### config.mk
export PLATFORM = sky130hd
export DESIGN_NAME = muldiv_unit
export DESIGN_NICKNAME = d
export VERILOG_FILES = /design/src/rtl/muldiv_pkg.sv /design/src/rtl/muldiv_div_core.sv /design/src/rtl/muldiv_unit.sv
export SDC_FILE = /design/constraint.sdc
export NUM_CORES = 2
export LEC_CHECK = 0
export CELL_PAD_IN_SITES_DETAIL_PLACEMENT = 0
export CELL_PAD_IN_SITES_GLOBAL_PLACEMENT = 1
export CORE_ASPECT_RATIO = 1.2
export CORE_MARGIN = 2
export CORE_UTILIZATION = 51
export DETAILED_ROUTE_END_ITERATION = 10
export GPL_ROUTABILITY_DRIVEN = 0
export PLACE_DENSITY = 0.94
export SKIP_CTS_REPAIR_TIMING = 1
export SYNTH_ARGS = -nofsm -noshare
export SYNTH_HDL_FRONTEND = slang
export SYNTH_SLANG_ARGS = --single-unit
### constraint.sdc
create_clock -name clk -period 8.7 [get_ports clk]
set_input_delay 1.74 -clock clk [delete_from_list [all_inputs] [get_ports clk]]
set_output_delay 1.74 -clock clk [all_outputs]
set_load 0.01 [all_outputs]
### src/rtl/muldiv_pkg.sv
// Shared encodings for the multiply/divide unit: operation codes, FSM states
// and the helper that classifies long-running operations.
package muldiv_pkg;

    typedef enum logic [2:0] {
        OP_MULT  = 3'd0,
        OP_MULTU = 3'd1,
        OP_DIV   = 3'd2,
        OP_DIVU  = 3'd3,
        OP_MTHI  = 3'd4,
        OP_MTLO  = 3'd5
    } op_e;

    typedef enum logic [1:0] {
        ST_IDLE = 2'd0,
        ST_MUL  = 2'd1,
        ST_DIV  = 2'd2
    } state_e;

    function automatic logic is_multi(input logic [2:0] op);
        return (op == OP_MULT) || (op == OP_MULTU) || (op == OP_DIV) || (op == OP_DIVU);
    endfunction

endpackage

### src/rtl/muldiv_div_core.sv
// Iterative restoring divider on unsigned magnitudes: one quotient bit per
// clock after start, ready once all WIDTH bits have been produced.
module muldiv_div_core
    import muldiv_pkg::*;
#(
    parameter int WIDTH = 32
) (
    input  logic             clk,
    input  logic             rst,
    input  logic             start,
    input  logic             abort,
    input  logic [WIDTH-1:0] dividend,
    input  logic [WIDTH-1:0] divisor,
    output logic [WIDTH-1:0] quotient,
    output logic [WIDTH-1:0] remainder,
    output logic             ready
);

    localparam int CW = $clog2(WIDTH + 1);
    localparam logic [CW-1:0] LAST = CW'(WIDTH);

    logic             run;
    logic [CW-1:0]    count;
    logic [WIDTH-1:0] quo;
    logic [WIDTH-1:0] rem;
    logic [WIDTH-1:0] dvs;
    logic [WIDTH:0]   shifted;
    logic [WIDTH:0]   diff;

    // Partial remainder shifted left with the next dividend bit brought in.
    assign shifted = {rem, quo[WIDTH-1]};
    assign diff    = shifted - {1'b0, dvs};

    always_ff @(posedge clk) begin
        if (rst) begin
            run   <= 1'b0;
            count <= '0;
        end else if (abort) begin
            run   <= 1'b0;
            count <= '0;
        end else if (start) begin
            run   <= 1'b1;
            count <= '0;
        end else if (run) begin
            if (count == LAST) run <= 1'b0;
            else               count <= count + CW'(1);
        end
    end

    always_ff @(posedge clk) begin
        if (start) begin
            quo <= dividend;
            rem <= '0;
            dvs <= divisor;
        end else if (run && (count != LAST)) begin
            if (!diff[WIDTH]) begin
                rem <= diff[WIDTH-1:0];
                quo <= {quo[WIDTH-2:0], 1'b1};
            end else begin
                rem <= shifted[WIDTH-1:0];
                quo <= {quo[WIDTH-2:0], 1'b0};
            end
        end
    end

    assign quotient  = quo;
    assign remainder = rem;
    assign ready     = run && (count == LAST);

endmodule

### src/rtl/muldiv_unit.sv
// HI/LO multiply/divide unit: multi-cycle signed/unsigned multiply, iterative
// divide, direct HI/LO moves, with annul and stall handshake.
module muldiv_unit
    import muldiv_pkg::*;
#(
    parameter int WIDTH      = 32,
    parameter int MUL_STAGES = 2
) (
    input  logic             clk,
    input  logic             rst,
    input  logic             start_i,
    input  logic [2:0]       op_i,
    input  logic [WIDTH-1:0] src1_i,
    input  logic [WIDTH-1:0] src2_i,
    input  logic             annul_i,
    output logic [WIDTH-1:0] hi_o,
    output logic [WIDTH-1:0] lo_o,
    output logic             busy_o,
    output logic             done_o,
    output logic             dbz_o,
    output logic             stall_o
);

    localparam int MW = (MUL_STAGES > 1) ? $clog2(MUL_STAGES) : 1;
    localparam logic [MW-1:0] MUL_LAST = MW'(MUL_STAGES - 1);

    state_e state, state_nx;
    logic accept, mul_start, div_start, mul_wr, div_wr, mthi_wr, mtlo_wr;
    logic done_nx, dbz_nx;
    logic sgn_mul, sgn_div, dvd_neg, dvs_neg;
    logic neg_q_p0, neg_r_p0;
    logic [MW-1:0] mul_cnt;
    logic signed [2*WIDTH-1:0] mul_a_p0, mul_b_p0, prod;
    logic [WIDTH-1:0] dvd_mag, dvs_mag, quo, rem;
    logic div_ready;

    function automatic logic [WIDTH-1:0] cond_neg(input logic [WIDTH-1:0] v, input logic neg);
        return neg ? -v : v;
    endfunction

    assign sgn_mul = (op_i == OP_MULT);
    assign sgn_div = (op_i == OP_DIV);
    assign dvd_neg = sgn_div & src1_i[WIDTH-1];
    assign dvs_neg = sgn_div & src2_i[WIDTH-1];
    assign dvd_mag = cond_neg(src1_i, dvd_neg);
    assign dvs_mag = cond_neg(src2_i, dvs_neg);

    assign accept  = start_i & (state == ST_IDLE) & ~annul_i;
    assign busy_o  = (state != ST_IDLE);
    assign stall_o = busy_o | (start_i & is_multi(op_i) & ~annul_i);

    // Operands are extended to 2*WIDTH so the low half of one product covers both signednesses.
    assign prod = mul_a_p0 * mul_b_p0;

    always_comb begin
        state_nx  = state;
        mul_start = 1'b0;
        div_start = 1'b0;
        mul_wr    = 1'b0;
        div_wr    = 1'b0;
        mthi_wr   = 1'b0;
        mtlo_wr   = 1'b0;
        done_nx   = 1'b0;
        dbz_nx    = 1'b0;
        case (state)
            ST_IDLE: begin
                if (accept) begin
                    case (op_i)
                        OP_MULT, OP_MULTU: begin
                            mul_start = 1'b1;
                            state_nx  = ST_MUL;
                        end
                        OP_DIV, OP_DIVU: begin
                            if (src2_i == '0) begin
                                done_nx = 1'b1;
                                dbz_nx  = 1'b1;
                            end else begin
                                div_start = 1'b1;
                                state_nx  = ST_DIV;
                            end
                        end
                        OP_MTHI: mthi_wr = 1'b1;
                        OP_MTLO: mtlo_wr = 1'b1;
                        default: ;
                    endcase
                end
            end
            ST_MUL: begin
                if (annul_i) begin
                    state_nx = ST_IDLE;
                end else if (mul_cnt == MUL_LAST) begin
                    mul_wr   = 1'b1;
                    done_nx  = 1'b1;
                    state_nx = ST_IDLE;
                end
            end
            ST_DIV: begin
                if (annul_i) begin
                    state_nx = ST_IDLE;
                end else if (div_ready) begin
                    div_wr   = 1'b1;
                    done_nx  = 1'b1;
                    state_nx = ST_IDLE;
                end
            end
            default: state_nx = ST_IDLE;
        endcase
    end

    // p0: operands and result signs captured at the accept edge
    always_ff @(posedge clk) begin
        if (mul_start) begin
            mul_a_p0 <= {{WIDTH{sgn_mul & src1_i[WIDTH-1]}}, src1_i};
            mul_b_p0 <= {{WIDTH{sgn_mul & src2_i[WIDTH-1]}}, src2_i};
        end
        if (div_start) begin
            neg_q_p0 <= dvd_neg ^ dvs_neg;
            neg_r_p0 <= dvd_neg;
        end
    end

    always_ff @(posedge clk) begin
        if (rst) begin
            state   <= ST_IDLE;
            mul_cnt <= '0;
            done_o  <= 1'b0;
            dbz_o   <= 1'b0;
            hi_o    <= '0;
            lo_o    <= '0;
        end else begin
            state  <= state_nx;
            done_o <= done_nx;
            dbz_o  <= dbz_nx;
            if (mul_start)            mul_cnt <= '0;
            else if (state == ST_MUL) mul_cnt <= mul_cnt + MW'(1);
            if (mul_wr) begin
                {hi_o, lo_o} <= prod;
            end else if (div_wr) begin
                hi_o <= cond_neg(rem, neg_r_p0);
                lo_o <= cond_neg(quo, neg_q_p0);
            end else if (mthi_wr) begin
                hi_o <= src1_i;
            end else if (mtlo_wr) begin
                lo_o <= src1_i;
            end
        end
    end

    muldiv_div_core #(.WIDTH(WIDTH)) u_div (
        .clk       (clk),
        .rst       (rst),
        .start     (div_start),
        .abort     (annul_i),
        .dividend  (dvd_mag),
        .divisor   (dvs_mag),
        .quotient  (quo),
        .remainder (rem),
        .ready     (div_ready)
    );

endmodule

==> results.cfg <==
[critical_path]
worst_path_most_repeated_cell = fa_1
required_ns = 9.14
crit_type = reg2reg
end_kind = flip-flop
critPathLaunchType = flip-flop
critPathMaxStageDelay_ns = 0.62
worst-path-max-fanout = 9
critPathSlowestCell = fa_1
cp.arrival_ns = 8.84

[grt]
gr-total-overflow = 0
grt_usage_pct = 28.5
grt_pass1_vias = 42600
grt_start_max_net_pins = 88
grt_first_pass_wirelength_um = 233000
antenna_found_initial = 8

[floorplan]
start_util_pct = 51.3
fp.dieW_um = 295
die-height_um = 353
die_area_mm2 = 0.104
ios = 139
core_area_mm2 = 0.101
rows = 128

[run]
cap_violations = 0

[placement]
portBuffers = 138
dp_hpwl_um = 121000

[sta]
fmax_mhz = 119
relSlewSlack_pct = 19.5
drv_slew = 0
fin_tns_setup_ns = 0
worstMarginPinSlew_ns = 1.20
finalCritPeriodShare_pct = 96.6
period_needed_ns = 8.40
clock_skew_ns = 0.0205
finalHoldViolCount = 0
setup_viol = 0

[cells_and_area]
post-route-util_pct = 55.8
synthToLayoutAreaGrowth_pct = 8.80
fin_nets = 7163
final_common_cell = inv_1
layout_common_cells = inv_1, fa_1, nand2_1, and2_1, ha_1
nFillCells = 8961
drive_gt1_share_pct = 4.41

[routing]
met1_length_um = 54600
wl_met2_um = 71000
antenna_left = 0
wl_per_cell_um = 20.4
vias_per_cell = 5.60
drtIter0Drc = 3089
drc = 0
wl_met3_um = 12000
drt_pre_antenna_iters = 6
wl_um = 145000
via_count = 39800
routed.top_layer = met5

[logic_synthesis]
synth_edf_count = 132
async_reset_ff_share_pct = 0
syn_inst = 5672
synth_cell_types = 83
syn_nets = 7119
yosysSeqAreaShare_pct = 11.8
ys_ff_latch = 240
syn_area_mm2 = 0.0519
yosys_warnings = 0
synthFlopType = edfxtp_1
synth_area_per_cell_um2 = 9.15

[clock_tree]
clock_path_buffers = 3
htreeDepth = 1
cts_made_buffers = 28
clk-insertion-delay-late_ns = 0.58
cts_tree = built
cts.sinks = 240
clkTransAtPathRegs_ns = 0.06
cts_root_buffer = clkbuf_16

[hold_path]
hold_class = reg2reg

[run_status]
status = complete, no violations
-- cell usage after synthesis (11+ instances only) --
cell type | instances | area (µm²)
inv_1 | 1179 | 4430
fa_1 | 1126 | 22500
nand2_1 | 660 | 2480
and2_1 | 551 | 3450
clkbuf_1 | 279 | 1050
ha_1 | 250 | 3130
nor2_1 | 224 | 841
a21oi_1 | 189 | 946
o21ai_0 | 135 | 676
edfxtp_1 | 132 | 3960
xnor2_1 | 112 | 981
dfxtp_1 | 108 | 2160
xor2_1 | 108 | 946
a211oi_1 | 90 | 676
nor3_1 | 82 | 410
a21o_1 | 49 | 368
nor2b_1 | 36 | 225
nand3_1 | 33 | 165
nand2b_1 | 29 | 181
or3_1 | 26 | 163
o31ai_1 | 23 | 173
and3_1 | 14 | 87.6
nand4_1 | 14 | 87.6
o41ai_1 | 13 | 114
a31oi_1 | 12 | 75.1
nor4_1 | 12 | 75.1
o21a_1 | 12 | 90.1
o21bai_1 | 12 | 90.1
o22ai_1 | 11 | 68.8
or4_1 | 11 | 82.6
-- stage by stage --
| stage | cell area, µm² | std cells | hold WS [ns] | setup slack, ns |
|---|---|---|---|---|
| 3_3_place_gp | 55100 | 7016 | 0.442 | 0.384 |
| 2_1_floorplan | 51900 | 5672 | 0.476 | 0.989 |
| 4_1_cts | 56100 | 7068 | 0.494 | 0.171 |
| 5_1_grt | 56400 | 7103 | 0.505 | -0.0253 |
| 3_5_place_dp | 55100 | 7016 | 0.485 | 0.266 |
| 6_report | 56500 | 7107 | 0.500 | 0.299 |
-- worst max-delay path: cells and delay by family (launching register included) --
kind                       cells  cell delay [ns]
DFF                            1             0.48
and+or+nand+nor                4             0.70
adders and majority gates      9             4.51
buffers and inverters          8             1.06
AOI/OAI and AO/OA              4             1.27
xor gates and xnor gates       1             0.21
-- final cells by class --
| cell class | instances | area (µm²) | share of cell area, % |
|---|---|---|---|
| diodes | 4 | 10.0 | 0.0177 |
| well taps | 1365 | 1710 | 3.03 |
| clock inverters | 14 | 148 | 0.262 |
| clock buffers | 38 | 790 | 1.40 |
| repair buffers | 305 | 2990 | 5.29 |
| flip-flops and latches | 240 | 6130 | 10.9 |
| multi-input cells | 3962 | 40300 | 71.3 |
| inverters | 1179 | 4430 | 7.84 |
-- cell families (layout without fill, tap and decap cells) --
group,after synthesis,count (layout),synth area share (%)
adders and majority gates,1376,1376,49.5
DFF,240,240,11.8
and+or+nand+nor,1728,1728,16.4
other,0,4,0
buffers and inverters,1470,1536,10.7
AOI/OAI and AO/OA,632,632,7.77
muxes,6,6,0.118
xor gates and xnor gates,220,220,3.71
-- registers in the layout (all words and copies together) (netlist names), 2 cells and up --
register and count:
state 2, u_div.dvs 32, mul_a_p0 33, u_div.quotient 32, mul_b_p0 33, hi_o 32, u_div.remainder 32, u_div.count 6
lo_o 32
-- routing by layer --
layer	GRT usage [%]	up-vias
met5	0	-
met4	11.4	2
met3	3.77	358
met2	48.0	1748
met1	37.3	20300
li1	-	17300
-- worst paths after layout --
path              slack, ns                   start                    end  cells after the start
setup / recovery       0.30  mul_b_p0[11]$_DFFE_PP_  hi_o[18]$_SDFFE_PP0P_                     26
hold / removal         0.50    lo_o[5]$_SDFFE_PP0P_   lo_o[5]$_SDFFE_PP0P_                      2
setup reg to reg       0.30  mul_b_p0[11]$_DFFE_PP_  hi_o[18]$_SDFFE_PP0P_                     26
hold reg to reg        0.50    lo_o[5]$_SDFFE_PP0P_   lo_o[5]$_SDFFE_PP0P_                      2
Power is left out: the tool's default activity adds up to more than one toggle a clock period on the data nets, which glitch-free logic cannot reach.
